===== src/rtl/lcd_pkg.sv =====
// Shared types and constants for the HD44780 character-LCD controller.
// Register word bit positions, FSM states and the power-on init command ROM.
package lcd_pkg;

    typedef enum logic [2:0] {
        ST_PWRON,
        ST_INIT_LOAD,
        ST_SETUP,
        ST_EN_HI,
        ST_HOLD,
        ST_WAIT,
        ST_IDLE
    } lcd_state_e;

    localparam int BIT_ON   = 31;
    localparam int BIT_BLON = 30;
    localparam int BIT_GO   = 10;
    localparam int BIT_RS   = 9;
    localparam int DATA_MSB = 7;
    localparam int DATA_LSB = 0;

    localparam int         INIT_LEN = 6;
    localparam logic [7:0] OP_CLEAR = 8'h01;
    localparam logic [7:0] OP_HOME  = 8'h02;

    // 8-bit bus, 2 lines; display on; clear; entry mode increment
    function automatic logic [7:0] init_rom(input logic [2:0] idx);
        case (idx)
            3'd0, 3'd1, 3'd2: init_rom = 8'h38;
            3'd3:             init_rom = 8'h0C;
            3'd4:             init_rom = 8'h01;
            default:          init_rom = 8'h06;
        endcase
    endfunction

    function automatic logic is_long_cmd(input logic rs, input logic [7:0] data);
        is_long_cmd = !rs && ((data == OP_CLEAR) || (data == OP_HOME));
    endfunction

    function automatic int max_int(input int a, input int b);
        max_int = (a > b) ? a : b;
    endfunction

endpackage


===== src/rtl/lcd_delay_cnt.sv =====
// Loadable down-counter used to time every LCD bus phase.
// done_o is high while the count is zero; a load always takes priority.
module lcd_delay_cnt #(
    parameter int             W         = 8,
    parameter logic [W-1:0]   RESET_VAL = '0
) (
    input  logic         clk_i,
    input  logic         rst_ni,
    input  logic         load_i,
    input  logic [W-1:0] value_i,
    output logic         done_o
);

    logic [W-1:0] cnt_q;

    always_ff @(posedge clk_i or negedge rst_ni) begin
        if (!rst_ni) begin
            cnt_q <= RESET_VAL;
        end else if (load_i) begin
            cnt_q <= value_i;
        end else if (cnt_q != '0) begin
            cnt_q <= cnt_q - 1'b1;
        end
    end

    assign done_o = (cnt_q == '0);

endmodule


===== src/rtl/lcd_ctrl.sv =====
// HD44780 controller: power-on init, then one timed bus write per GO edge
// of the LSU register word, with a one-deep pending slot for early requests.
module lcd_ctrl
    import lcd_pkg::*;
#(
    parameter int T_PWRON_CYC = 750000,
    parameter int T_SETUP_CYC = 2,
    parameter int T_EN_CYC    = 12,
    parameter int T_HOLD_CYC  = 2,
    parameter int T_CMD_CYC   = 2000,
    parameter int T_CLR_CYC   = 82000
) (
    input  logic        clk_i,
    input  logic        rst_ni,
    input  logic [31:0] lcd_word_i,
    output logic        lcd_on_o,
    output logic        lcd_blon_o,
    output logic        lcd_en_o,
    output logic        lcd_rs_o,
    output logic        lcd_rw_o,
    output logic [7:0]  lcd_data_o,
    output logic        busy_o,
    output logic        init_done_o,
    output logic        overrun_o
);

    localparam int MAX_CYC = max_int(max_int(max_int(T_PWRON_CYC, T_SETUP_CYC),
                                             max_int(T_EN_CYC, T_HOLD_CYC)),
                                     max_int(T_CMD_CYC, T_CLR_CYC));
    localparam int CNT_W   = $clog2(MAX_CYC + 1);

    lcd_state_e       state_q;
    logic [2:0]       init_idx_q;
    logic             prev_go_q;
    logic             pend_valid_q;
    logic             pend_rs_q;
    logic [7:0]       pend_data_q;

    logic             go_req;
    logic             init_more;
    logic             take_pend;
    logic             cnt_load;
    logic [CNT_W-1:0] cnt_value;
    logic             cnt_done;
    logic             unused_word;

    assign go_req      = lcd_word_i[BIT_GO] & ~prev_go_q;
    assign init_more   = (init_idx_q < 3'(INIT_LEN - 1));
    assign lcd_rw_o    = 1'b0;
    assign unused_word = ^{lcd_word_i[29:11], lcd_word_i[8]};

    lcd_delay_cnt #(
        .W         (CNT_W),
        .RESET_VAL (CNT_W'(T_PWRON_CYC - 1))
    ) u_delay (
        .clk_i   (clk_i),
        .rst_ni  (rst_ni),
        .load_i  (cnt_load),
        .value_i (cnt_value),
        .done_o  (cnt_done)
    );

    // Phase length for the state being entered; a phase of N cycles loads N-1.
    always_comb begin
        cnt_load  = 1'b0;
        cnt_value = '0;
        take_pend = 1'b0;
        case (state_q)
            ST_INIT_LOAD: begin
                cnt_load  = 1'b1;
                cnt_value = CNT_W'(T_SETUP_CYC - 1);
            end
            ST_SETUP: if (cnt_done) begin
                cnt_load  = 1'b1;
                cnt_value = CNT_W'(T_EN_CYC - 1);
            end
            ST_EN_HI: if (cnt_done) begin
                cnt_load  = 1'b1;
                cnt_value = CNT_W'(T_HOLD_CYC - 1);
            end
            ST_HOLD: if (cnt_done) begin
                cnt_load  = 1'b1;
                cnt_value = is_long_cmd(lcd_rs_o, lcd_data_o) ? CNT_W'(T_CLR_CYC - 1)
                                                               : CNT_W'(T_CMD_CYC - 1);
            end
            ST_WAIT: if (cnt_done && !init_more && pend_valid_q) begin
                cnt_load  = 1'b1;
                cnt_value = CNT_W'(T_SETUP_CYC - 1);
                take_pend = 1'b1;
            end
            ST_IDLE: if (pend_valid_q) begin
                cnt_load  = 1'b1;
                cnt_value = CNT_W'(T_SETUP_CYC - 1);
                take_pend = 1'b1;
            end
            default: ;
        endcase
    end

    always_ff @(posedge clk_i or negedge rst_ni) begin
        if (!rst_ni) begin
            state_q      <= ST_PWRON;
            init_idx_q   <= 3'd0;
            prev_go_q    <= 1'b0;
            pend_valid_q <= 1'b0;
            pend_rs_q    <= 1'b0;
            pend_data_q  <= 8'h00;
            lcd_on_o     <= 1'b0;
            lcd_blon_o   <= 1'b0;
            lcd_en_o     <= 1'b0;
            lcd_rs_o     <= 1'b0;
            lcd_data_o   <= 8'h00;
            busy_o       <= 1'b0;
            init_done_o  <= 1'b0;
            overrun_o    <= 1'b0;
        end else begin
            lcd_on_o   <= lcd_word_i[BIT_ON];
            lcd_blon_o <= lcd_word_i[BIT_BLON];
            prev_go_q  <= lcd_word_i[BIT_GO];

            // A request landing on the cycle the slot drains is not an overrun
            if (go_req) begin
                pend_rs_q   <= lcd_word_i[BIT_RS];
                pend_data_q <= lcd_word_i[DATA_MSB:DATA_LSB];
            end
            if (go_req && pend_valid_q && !take_pend) begin
                overrun_o <= 1'b1;
            end
            pend_valid_q <= go_req | (pend_valid_q & ~take_pend);

            busy_o <= 1'b1;
            case (state_q)
                ST_PWRON: if (cnt_done) begin
                    state_q    <= ST_INIT_LOAD;
                    init_idx_q <= 3'd0;
                end
                ST_INIT_LOAD: begin
                    lcd_rs_o   <= 1'b0;
                    lcd_data_o <= init_rom(init_idx_q);
                    state_q    <= ST_SETUP;
                end
                ST_SETUP: if (cnt_done) begin
                    lcd_en_o <= 1'b1;
                    state_q  <= ST_EN_HI;
                end
                ST_EN_HI: if (cnt_done) begin
                    lcd_en_o <= 1'b0;
                    state_q  <= ST_HOLD;
                end
                ST_HOLD: if (cnt_done) begin
                    state_q <= ST_WAIT;
                end
                ST_WAIT: if (cnt_done) begin
                    if (init_more) begin
                        init_idx_q <= init_idx_q + 3'd1;
                        state_q    <= ST_INIT_LOAD;
                    end else begin
                        init_done_o <= 1'b1;
                        if (pend_valid_q) begin
                            lcd_rs_o   <= pend_rs_q;
                            lcd_data_o <= pend_data_q;
                            state_q    <= ST_SETUP;
                        end else begin
                            busy_o  <= 1'b0;
                            state_q <= ST_IDLE;
                        end
                    end
                end
                ST_IDLE: begin
                    if (pend_valid_q) begin
                        lcd_rs_o   <= pend_rs_q;
                        lcd_data_o <= pend_data_q;
                        state_q    <= ST_SETUP;
                    end else begin
                        busy_o <= 1'b0;
                    end
                end
                default: state_q <= ST_PWRON;
            endcase
        end
    end

endmodule


===== config.mk =====
export PLATFORM = sky130hd
export DESIGN_NAME = lcd_ctrl
export DESIGN_NICKNAME = d
export VERILOG_FILES = /design/src/rtl/lcd_pkg.sv /design/src/rtl/lcd_delay_cnt.sv /design/src/rtl/lcd_ctrl.sv
export SDC_FILE = /design/constraint.sdc
export NUM_CORES = 1
export LEC_CHECK = 0
export CAP_MARGIN = 5
export CORE_ASPECT_RATIO = 0.7
export CORE_MARGIN = 2
export CORE_UTILIZATION = 58
export CTS_BUF_LIST = sky130_fd_sc_hd__clkbuf_8
export DETAILED_ROUTE_END_ITERATION = 16
export PLACE_DENSITY = 0.85
export REMOVE_ABC_BUFFERS = 1
export SYNTH_ARGS = -nofsm -noshare
export SYNTH_HDL_FRONTEND = slang
export SYNTH_SLANG_ARGS = --single-unit

===== constraint.sdc =====
create_clock -name clk_i -period 2.93 [get_ports clk_i]
set_clock_uncertainty 0.05 [all_clocks]
set_input_delay 0.293 -clock clk_i [delete_from_list [all_inputs] [get_ports clk_i]]
set_output_delay 0.293 -clock clk_i [all_outputs]
set_load 0.01 [all_outputs]

==> impl_metrics.yaml, run 1 <==
clock_network:
  clk-insertion-delay-late_ns: 0.31
  htree_levels: 2
  cts_made_buffers: 5
  clk_path_buf_depth: 2
  clockRootBuffer: "clkbuf_8"
  cts_resized: 0
  clock_sinks: 52
  path_clk_slew_ns: 0.09
  cts_tree: "built"
yosys:
  synthDistinctLibCells: 54
  synth.avg_cell_area_um2: 9.94
  synthTopCellsByArea: "dfrtp_1, dfstp_2, xnor2_1"
  synth_top_area_share_pct: 35.3
  ys_ff_latch: 52
  netlist_area_um2: 2760
  synth_top_cell_by_area: "dfrtp_1"
  yosys-top-cells-count: "dfrtp_1, nor2_1, nand2_1"
  yosysWarnings: 0
  async_reset_ff_share_pct: 100
  synthFlopType: "dfrtp_1"
  syn-instance-count: 278
  ys_seq_area_share_pct: 47.7
  synth-edff-count: 0
  synth_most_common_cell: "dfrtp_1"
final_layout:
  antenna_cells: 0
  fillCellCount: 329
  layout.cells.non_filler: 359
  stdcell_area_um2: 3180
  drive_above_1_share_pct: 16.8
  multi_input_area_um2: 1310
  nets: 343
  utilization_pct: 71.4
  synthToLayoutAreaGrowth_pct: 15.1
  seqCellArea_um2: 1320
flow_run:
  cap_viol_max_count: 0
timing:
  whs_ns: 0.373
  fmax_ghz: 0.416
  rsz0062_at_grt: "false"
  worstMarginPinSlew_ns: 0.691
  period_minus_slack_ns: 2.40
  fin_crit_sh_pct: 82.1
  slew_violations: 0
  finalHoldViolations: 0
  setup_viol: 0
  relSlewSlack_pct: 53.9
  finalSetupTns_ns: 0
floorplan:
  coreArea_um2: 4450
  dieWidth_um: 86.5
  start_util_pct: 62.1
  core.rowCount: 20
  io_pins: 50
  die_height_um: 61.8
  die_area_um2: 5340
drt:
  first_iter_violations: 138
  wl_um: 5560
  dr_total_vias: 2080
  wl_per_cell_um: 15.5
  vias_per_cell: 5.79
  drtPass1Iterations: 4
  drc: 0
  detail-route-antenna-nets: 0
placement:
  dpl_cell_area_um2: 3050
  place_congestion: 0.934
  placed_cells: 350
  port_buffers: 28
  dpl.hpwl_um: 3940
pwr:
  p_switching_mw: 0.271
  p_clk_share_pct: 39.4
  combinationalPowerShare_pct: 5.1
  ir_worst_vdd_v: 0.000221
  p_leak_nw: 1.29
  power_density_nw_per_um2: 424
  seq_power_share_pct: 55.5
  swShare_pct: 20.1
  p_int_mw: 1.08
setup_path:
  cp-start-kind: "flop"
  critPathArrivalTime_ns: 2.58
  reg2reg_to: "init_idx_q[2]"
  critical_path.max_fanout: 9
  crit_type: "reg -> reg"
  crit_start: "u_delay.cnt_q[0]"
  rr_startpoint: "u_delay.cnt_q[0]"
  end_kind: "flop"
  r2r_setup_slack_ns: 0.53
  crit_path_end: "init_idx_q[2]"
  r2r_cells: 8
  cp.required_ns: 3.10
global_routing:
  grt_most_used_layer: "met2"
  grtUsageMet2_pct: 34.1
  grt_first_pass_wirelength_um: 9200
  overflow: 0
  grt_use_met1_pct: 34.0
  grt_pass1_vias: 1895
  grt_start_max_net_pins: 29
  grt_usage_pct: 22.9
  grt_antenna_before_repair: 0
  grt_use_met3_pct: 4.49
min_path:
  hp-start: "lcd_word_i[31]"
  hp-class: "in -> reg"
outcome:
  status: "complete, no violations"
-- cells by family after synthesis --
logic type / after synthesis / share of synthesized area, %
AO/OA/AOI/OAI: 59 / 13.5
XOR/XNOR: 20 / 6.34
adder cells (fa/ha/maj): 6 / 2.72
buffers and inverters: 27 / 4.84
flip-flops: 52 / 47.7
multiplexers: 9 / 3.67
other: 1 / 0.136
AND/OR/NAND/NOR: 104 / 21.1
-- critical path, stage by stage, from the launching register on --
cell and delay (ns):
dfstp_2 0.38, inv_1 0.11, ha_1 0.17, nor4b_1 0.32
nand4_2 0.25, nor2_2 0.42, and3_1 0.36, nand4b_1 0.14
o21ai_0 0.12
-- power groups by stage --
stage               sequential [mW]  combinational (mW)  clock (mW)
floorplan                     0.759              0.0270           0
global placement              0.761              0.0666           0
detailed placement            0.762              0.0684           0
CTS                           0.748              0.0698       0.544
global route                  0.752              0.0776       0.566
finish                        0.749              0.0684       0.531
-- cell usage in the layout, fill, tap and decap left out, types with 3 or more instances in the layout --
cell,Yosys,routed
xnor2_1,16,16
nand3_1,9,9
nand3b_1,3,3
a21oi_2,3,3
nor4_1,6,6
nor3_1,6,6
clkbuf_8,0,7
dfstp_2,13,13
mux2_2,9,9
dfrtp_1,39,39
xor2_1,4,4
nand2_1,20,20
ha_1,6,6
inv_1,13,13
a21oi_1,18,18
nor2b_1,3,3
nor2_1,31,31
clkdlybuf4s50_1,0,27
buf_4,2,3
o21ai_0,17,17
nand4_1,4,4
o22ai_1,3,3
-- layout make-up --
| type | instances | area share [%] |
|---|---|---|
| tap | 55 | 2.16 |
| clock inverter | 1 | 0.944 |
| clock buffer | 7 | 3.03 |
| timing repair buffer | 32 | 9.67 |
| sequential | 52 | 41.4 |
| multi-input combinational | 199 | 41.3 |
| inverter | 13 | 1.53 |
-- how the worst min path moves through the flow --
stage	endpoint	slack, ns	depth (start not counted)
6_report	lcd_on_o	0.37	1
3_3_place_gp	prev_go_q	0.27	1
2_1_floorplan	busy_o	-0.05	0
4_1_cts	lcd_on_o	0.37	1
5_1_grt	lcd_blon_o	0.38	1
3_5_place_dp	pend_data_q[1]	0.27	1
-- registers in the layout (all words and copies together), names as in the netlist --
| name | flops |
|---|---|
| busy_o | 1 |
| init_done_o | 1 |
| init_idx_q | 3 |
| lcd_blon_o | 1 |
| lcd_data_o | 8 |
| lcd_en_o | 1 |
| lcd_on_o | 1 |
| lcd_rs_o | 1 |
| overrun_o | 1 |
| pend_data_q | 8 |
| pend_rs_q | 1 |
| pend_valid_q | 1 |
| prev_go_q | 1 |
| state_q | 3 |
| u_delay.cnt_q | 20 |
-- stage by stage --
step | total power [mW] | setup slack [ns]
after floorplan | 0.786 | 0.775
after global placement | 0.827 | 0.638
after detailed placement | 0.830 | 0.570
after CTS | 1.36 | 0.511
after global routing | 1.40 | 0.258
final | 1.35 | 0.526
-- per-layer routing --
| layer | wire length (um) | share of wire (%) |
|---|---|---|
| met5 | 0 | 0 |
| met4 | 61 | 1.1 |
| met3 | 388 | 7.0 |
| met2 | 2380 | 43 |
| met1 | 2740 | 49 |
-- repair_timing --
item                      4_1_cts  5_1_grt
buffers inserted                0        0
hold endpoints to repair       14        0
hold buffers                    1        0
(Power assumes the default switching activity.)
==> inputs of run 2 (changes only) <==
CORE_UTILIZATION = 54   (was 58)
PLACE_DENSITY = 0.8   (was 0.85)
clock period = 2.4 ns   (was 2.93 ns; I/O delays follow)
==> run 2 against run 1 <==
Effect of this change:
- the flow now finishes with violations (negative hold slack)
- setup slack lost 0.33 ns
- design area grew 1.5%
- clock power is 5.5% lower
- first-iteration DRC count grew 70%
- wire length decreased by 1.2%
- maximum frequency increased by 9.1%
- via count rose by 0.91%
- power rose by 11%
- utilization shrank 5.0 points
- die area rose by 7.0%
- count of clock-buffer cells in the layout shrank 1
- flip-flop and latch count stayed put
- largest cell class is now multi-input combinational cells
- largest power group unchanged
==> impl_metrics.yaml, run 2 (same netlist as run 1, synthesis figures left out) <==
timing:
  finalHoldViolations: 17
  period_minus_slack_ns: 2.20
  relSlewSlack_pct: 57.6
  setup_ws_ns: 0.196
  fin_crit_sh_pct: 91.8
  finalSetupTns_ns: 0
  slew_violations: 0
  setup_viol: 0
  worstMarginPinSlew_ns: 0.637
  whs_ns: -0.0109
  fmax_ghz: 0.454
drt:
  vias_per_cell: 5.51
  detail-route-antenna-nets: 0
  dr_total_vias: 2099
  drtPass1Iterations: 5
  drc: 0
  wl_per_cell_um: 14.4
  wl_um: 5500
  first_iter_violations: 234
global_routing:
  overflow: 0
  grt_antenna_before_repair: 0
  grt_first_pass_wirelength_um: 9570
  grt_usage_pct: 21.8
  grt_start_max_net_pins: 53
  grt_pass1_vias: 2044
clock_network:
  clockRootBuffer: "clkbuf_8"
  cts_tree: "built"
  clk_path_buf_depth: 2
  clk-insertion-delay-late_ns: 0.30
  postCtsSetupBuffers: 0
  cts_made_buffers: 5
  path_clk_slew_ns: 0.09
  htree_levels: 2
  clock_sinks: 52
setup_path:
  critPathArrivalTime_ns: 2.38
  cp_top_family: "compound AO/OA/AOI/OAI gates"
  r2r_setup_slack_ns: 0.20
  rr_startpoint: "u_delay.cnt_q[11]"
  path_buf_inv: 0
  cp.required_ns: 2.58
  end_kind: "flop"
  worst_path_max_delay_cell: "dfrtp_1"
  crit_cells: 6
  crit_type: "reg -> reg"
  cpPeakStageDelay_ns: 0.45
  crit_start: "u_delay.cnt_q[11]"
  reg2reg_to: "u_delay.cnt_q[1]"
  r2r_cells: 6
  critical_path.max_fanout: 8
  crit_path_end: "u_delay.cnt_q[1]"
  cp-start-kind: "flop"
  path_cells: "nor4_4 -> nand4_2 -> o311ai_1 -> o21ai_2 -> a21oi_2 -> o22ai_1"
final_layout:
  drive_above_1_share_pct: 19.6
  mostFrequentLayoutCells: "dfrtp_1, nor2_1, clkdlybuf4s50_1"
  antenna_cells: 0
  final_common_cell: "dfrtp_1"
  largest_reg_flops: 20
  max_flop_register: "u_delay.cnt_q"
  synthToLayoutAreaGrowth_pct: 16.8
  nets: 351
  reg_top3: "u_delay.cnt_q: 20 flops, lcd_data_o: 8 flops, pend_data_q: 8 flops"
pwr:
  ir_worst_vdd_v: 0.000216
  p_leak_nw: 1.32
  power_density_nw_per_um2: 463
min_path:
  hp-class: "in -> async"
flow_run:
  cap_viol_max_count: 0
floorplan:
  start_util_pct: 56.9
  coreArea_um2: 4860
  core.rowCount: 21
  die_area_um2: 5720
  die_height_um: 63.9
  io_pins: 50
  dieWidth_um: 89.5
placement:
  place_congestion: 0.814
  port_buffers: 28
  dpl.hpwl_um: 3980
  pre_cts_ws_ns: 0.163
outcome:
  violations: "negative hold slack"
  status: "complete, but fails checks"
-- run 2: cell types whose count changed in the layout (fill, tap and decap cells not counted), sizes merged --
cell         before  now
clkinv            0    2
clkbuf            7    6
buf               4   13
bufinv            1    0
dlygate4sd3       1    0
-- run 2: power by group --
| group | internal (mW) | switching, mW |
|---|---|---|
| Combinational | 0.0454 | 0.0356 |
| Clock | 0.230 | 0.272 |
| Sequential | 0.901 | 0.0119 |
| Total | 1.18 | 0.319 |
-- run 2: per-layer routing --
metal | vias to the layer above | part of all wire (%) | GRT usage (%) | wire, um
met5 | - | 0 | 0 | 0
met3 | 5 | 5.0 | 3.62 | 273
li1 | 1031 | - | - | -
met2 | 57 | 42 | 30.6 | 2330
met1 | 1006 | 52 | 34.5 | 2830
met4 | 0 | 1.0 | 6.16 | 57
-- run 2: layout make-up --
type                       instances  area, um2
fill                             394       1630
multi-input combinational        199       1320
sequential                        52       1320
timing repair buffer              40        365
tap                               69       86.3
clock buffer                       6       82.6
inverter                          13       48.8
clock inverter                     2       10.0
-- run 2: worst min-delay path by stage --
stage / cells past startpoint / slack (ns) / endpoint
2_1_floorplan: 0 / -0.11 / busy_o
3_3_place_gp: 2 / 0.34 / prev_go_q
3_5_place_dp: 2 / 0.34 / prev_go_q
4_1_cts: 2 / 0.008 / u_delay.cnt_q[18]
5_1_grt: 2 / 0.05 / state_q[0]
6_report: 2 / -0.01 / prev_go_q
-- run 2: what timing repair did --
item / 4_1_cts / 5_1_grt
hold buffers: 0 / 0
endpoints found under the setup margin: 0 / 19
gates resized for setup: 0 / 1
-- run 2: stage by stage --
stage / instance area (um2) / total power, mW / util, % / cells
final: 3230 / 1.50 / 66.4 / 381
after global routing: 3230 / 1.58 / 66.4 / 381
after CTS: 3220 / 1.52 / 66.3 / 381
after detailed placement: 3130 / 1.01 / 64.4 / 373
after global placement: 3130 / 1.01 / 64.4 / 373
after floorplan: 2680 / 0.960 / - / 264
-- run 2: worst reg2reg max path, stage by stage, from the launching register on --
cell and delay [ns]:
dfrtp_1 0.45, nor4_4 0.44, nand4_2 0.24, o311ai_1 0.42, o21ai_2 0.24, a21oi_2 0.19
o22ai_1 0.10
==> inputs of run 3 (changes only) <==
CORE_UTILIZATION = 65   (was 54)
DONT_BUFFER_PORTS = 1   (was default)
PLACE_DENSITY = 0.79   (was 0.8)
==> run 3 against run 2 <==
Effect of this change:
- the run now ends clean
- power is 1.2% lower
- cell count is 11% lower
- die area is 16% lower
- global-route usage is 4.1 points higher
- largest cell class unchanged
- combinational power is 15% lower
- critical path depth is 2 higher
- count of clock-buffer cells in the layout is 1 lower
- flip-flop and latch count stayed put
- first-iteration DRC count is 32% lower
- wire length is 3.4% higher
- sequential share of layout area is 3.1 points higher
- via count is 1.7% lower
==> impl_metrics.yaml, run 3 (same netlist as run 1, synthesis figures left out) <==
clock_network:
  clockRootBuffer: "clkbuf_8"
  clk-insertion-delay-late_ns: 0.31
  clock_sinks: 52
  clk_path_buf_depth: 2
  cts_tree: "built"
  cts_made_buffers: 5
  path_clk_slew_ns: 0.10
  htree_levels: 2
  postCtsSetupBuffers: 0
drt:
  wl_per_cell_um: 16.7
  dr_total_vias: 2063
  vias_per_cell: 6.07
  first_iter_violations: 159
  drc: 0
  wl_um: 5680
  drtPass1Iterations: 4
  detail-route-antenna-nets: 0
outcome:
  status: "complete, no violations"
setup_path:
  critical_path.max_fanout: 6
  crit_type: "reg -> reg"
  r2r_setup_slack_ns: 0.12
  cp-start-kind: "flop"
  critPathArrivalTime_ns: 2.44
  cp.required_ns: 2.56
  end_kind: "flop"
final_layout:
  nets: 327
  mostFrequentLayoutCells: "dfrtp_1, nor2_1, nand2_1"
  fillCellCount: 282
  final_common_cell: "dfrtp_1"
  reg_top3: "u_delay.cnt_q: 20 flops, lcd_data_o: 8 flops, pend_data_q: 8 flops"
  synthToLayoutAreaGrowth_pct: 8.69
  utilization_pct: 75.2
  stdcell_area_um2: 3000
  max_flop_register: "u_delay.cnt_q"
  antenna_cells: 0
  largest_reg_flops: 20
  drive_above_1_share_pct: 21.2
global_routing:
  grt_use_met1_pct: 39.4
  grt_use_met3_pct: 5.67
  grtUsageMet2_pct: 38.1
  grt_first_pass_wirelength_um: 9380
  grt_most_used_layer: "met1"
  grt_usage_pct: 25.9
  grt_pass1_vias: 1942
  grt_start_max_net_pins: 53
  overflow: 0
  grt_antenna_before_repair: 0
timing:
  relSlewSlack_pct: 60.5
  slew_violations: 0
  worstMarginPinSlew_ns: 0.592
  setup_ws_ns: 0.122
  fmax_ghz: 0.439
  fin_crit_sh_pct: 94.9
  period_minus_slack_ns: 2.28
  finalHoldViolations: 0
  setup_viol: 0
pwr:
  finalPower_mw: 1.48
  p_leak_nw: 1.23
  ir_worst_vdd_v: 0.000364
  power_density_nw_per_um2: 492
flow_run:
  cap_viol_max_count: 0
placement:
  port_buffers: 0
  place_congestion: 0.898
  dpl.hpwl_um: 3870
  dpl_cell_area_um2: 2830
  pre_cts_ws_ns: 0.0896
floorplan:
  io_pins: 50
  core.rowCount: 19
  coreArea_um2: 3990
  die_height_um: 58.6
  die_area_um2: 4800
  start_util_pct: 69.2
  dieWidth_um: 81.9
min_path:
  hp-class: "in -> reg"
==> run 3: cell types whose count changed in the layout (fill, tap and decap cells not counted), sizes merged <==
cell           change
buf                -1
clkbuf             -1
clkdlybuf4s50     -27
clkinv             +1
dlygate4sd3        +4
==> run 3: area by class of cell <==
type | count | area, um2 | area share [%]
Multi-Input combinational cell | 199 | 1340 | 44.4
Sequential cell | 52 | 1320 | 43.9
Timing Repair Buffer | 16 | 150 | 5.00
Clock buffer | 5 | 68.8 | 2.29
Tap cell | 52 | 65.1 | 2.17
Inverter | 13 | 48.8 | 1.62
Clock inverter | 3 | 18.8 | 0.625
==> run 3: power breakdown <==
group | internal, mW | switching (mW)
registers | 0.901 | 0.0129
logic | 0.0334 | 0.0355
clock network | 0.204 | 0.291
total | 1.14 | 0.340
==> run 3: metal layers <==
metal / part of all wire [%] / wire length (um)
met1: 49 / 2770
met2: 45 / 2540
met3: 5.9 / 336
met4: 0.74 / 42
met5: 0 / 0
==> run 3: worst paths after layout <==
| check | startpoint | endpoint | cells after the start |
|---|---|---|---|
| worst max-delay path | u_delay.cnt_q[0] | overrun_o | 8 |
| worst min-delay path | lcd_word_i[9] | pend_rs_q | 1 |
| worst max register to register | u_delay.cnt_q[0] | overrun_o | 8 |
| worst min register to register | pend_data_q[7] | lcd_data_o[7] | 2 |
| max in group asynchronous | rst_ni | u_delay.cnt_q[14] | 2 |
| min in group asynchronous | rst_ni | lcd_data_o[1] | 2 |
==> run 3: worst max-delay path, stage by stage (launching register included) <==
cell and delay [ns]:
dfstp_2 0.39, inv_1 0.12, ha_1 0.19, nor4b_2 0.32, nand4_4 0.19, or2_1 0.32, nor3_1 0.18, o21ai_1 0.15
a31o_2 0.29
==> run 3: timing repair <==
item	4_1_cts	5_1_grt
hold buffers	5	0
resized for setup	0	3
endpoints found under the hold margin	55	0
setup endpoints to repair	0	23
==> run 3: stage by stage <==
stage               hold WS (ns)  std cells  TNS [ns]
floorplan                 -0.106        264         0
global placement          -0.105        327         0
detailed placement        -0.105        327         0
CTS                       0.0240        340         0
global route              0.0111        340  -0.00892
finish                    0.0253        340         0
==> patch (flow settings as in run 2) <==
Reset style: synchronous (`rst_ni`), changed in 2 clocked blocks.
--- a/src/rtl/lcd_delay_cnt.sv
+++ b/src/rtl/lcd_delay_cnt.sv
@@ -15,3 +15,3 @@
 
-    always_ff @(posedge clk_i or negedge rst_ni) begin
+    always_ff @(posedge clk_i) begin
         if (!rst_ni) begin
--- a/src/rtl/lcd_ctrl.sv
+++ b/src/rtl/lcd_ctrl.sv
@@ -99,3 +99,3 @@
 
-    always_ff @(posedge clk_i or negedge rst_ni) begin
+    always_ff @(posedge clk_i) begin
         if (!rst_ni) begin
Behaviour: differs if rst_ni is asserted again (counterexample within 4 cycles, from zero or initial values and one cycle with rst_ni low); with rst_ni held inactive, the same outputs for 10 cycles.
==> patch against run 2 <==
  * Worst setup slack worse by 0.0086 ns
  * Cell area up 1.6%
  * Sequential cell count unchanged
  * Maximum frequency down 0.39%
  * Wire length up 22%
  * Synthesized area down 0.23%
  * Power up 13%
==> patch: results (changes against run 2) <==
status: "finished, final reports clean"
drtPass1Iterations: 6  # +1
synth_area_leaders: "dfxtp_1, nand2_1, a21oi_1, ha_1, xnor2_1"
wl_met3_um: 522  # +91%
async_flop_share_pct: 0  # -100 points
drt-total-wl_mm: 6.69  # +22%
drive_gt1_share_pct: 9.17  # -10 points
grt_max_degree: 18  # -66%
synth_xor_area_share_pct: 4.45  # -1.9 points
clk-insertion-delay-late_ns: 0.31
wl_met2_mm: 2.75  # +18%
postCtsSetupRepairBufs: 0  # unchanged
io_buffers: 28  # unchanged
ir_worst_vdd_mv: 0.368  # +70%
cp.arrival_ns: 2.39
top_layer: "met4"
grt_pass1_wl_mm: 11.1  # +16%
htree_levels: 2  # unchanged
max_stage_delay_ns: 0.39  # -0.06 ns
gp_congestion: 0.926  # +14%
grt_antenna_before_repair: 0  # unchanged
critical-path-top-delay-family: "simple AND/OR/NAND/NOR gates"
nFillCells: 403  # +2.3%
clk_pin_slew_ns: 0.09  # about the same
grt_util_met1_pct: 40.3  # +5.8 points
grt.total_usage_pct: 24.8  # +3.0 points
synth.distinct_cells: 57  # +5.6%
use_met2_pct: 33.4  # +2.8 points
post_cts_resized: 0  # unchanged
synthCells: 327  # +18%
grt_util_met3_pct: 4.39  # +0.78 points
clock_path_buffers: 2  # unchanged
drt_iter0_drc: 249  # +6.4%
synth_compound_area_share_pct: 20.9  # +7.4 points
reg_top3: "u_delay.cnt_q: 20 flops, lcd_data_o: 8 flops, pend_data_q: 8 flops"
routed_via_density: 5.98  # +8.6%
yosysWarnings: 0  # unchanged
ys_top_cells_by_count: "dfxtp_1, nand2_1, nor2_1"
yosysSeqAreaShare_pct: 37.7  # -9.9 points
synthMuxAreaShare_pct: 3.31  # -0.35 points
p_leak_nw: 1.21  # -8.3%
synthAdderAreaFrac_pct: 3.18  # +0.46 points
critPathSlowestCell: "nor3b_1"
cts_buffers: 5  # unchanged
dp_cells: 420  # +13%
cts-root-buf: "clkbuf_8"
diodes: 0  # unchanged
num-nets-final: 400  # +14%
hold_class: "reg -> reg"
hpwl_mm: 4.87  # +22%
critPathMaxFanout: 5  # -3
vias: 2566  # +22%
grt_pass1_vias: 2287  # +12%
wl_met1_mm: 3.36  # +19%
tightest_slew_ns: 0.616  # -0.0212 ns
patch: cell count changes after synthesis, moves of 7 or more:
cell	change
nor2_1	-9
dfrtp_1	-39
mux2i_1	+8
nand2_1	+18
dfxtp_1	+52
clkbuf_1	+7
dfstp_2	-13
mux2_2	-9
and2_1	+8
patch: final timing paths:
kind                                     to                     startpoint  slack, ns  cells past startpoint
max          u_delay.cnt_q[14]$_SDFFE_PN1P_  u_delay.cnt_q[0]$_SDFFE_PN1P_       0.19                      7
min             pend_data_q[4]$_SDFFE_PN0P_    pend_data_q[4]$_SDFFE_PN0P_       0.41                      2
max reg2reg  u_delay.cnt_q[14]$_SDFFE_PN1P_  u_delay.cnt_q[0]$_SDFFE_PN1P_       0.19                      7
min reg2reg     pend_data_q[4]$_SDFFE_PN0P_    pend_data_q[4]$_SDFFE_PN0P_       0.41                      2
patch: per-stage QoR:
step / cell area, sq um / worst slack (ns) / TNS (ns) / util (%)
after floorplan: 2660 / -0.216 / -0.312 / -
after global placement: 3150 / 0.149 / 0 / 64.7
after detailed placement: 3150 / 0.142 / 0 / 64.7
after CTS: 3270 / 0.123 / 0 / 67.3
after global routing: 3280 / 0.0255 / 0 / 67.5
final: 3280 / 0.188 / 0 / 67.5
patch: power breakdown:
part	total [mW]	leakage, nW	internal (mW)	switching, mW
sequential	0.899	0.423	0.883	0.0162
clock	0.656	0.0645	0.368	0.287
combinational	0.135	0.721	0.0673	0.0679
patch: cell type report:
cell class / instances / area share (%)
Tap cell: 69 / 2.63
Multi-Input combinational cell: 247 / 48.4
Timing Repair Buffer: 45 / 12.4
Sequential cell: 52 / 31.7
Clock buffer: 7 / 2.94
Clock inverter: 1 / 0.915
Inverter: 8 / 0.915
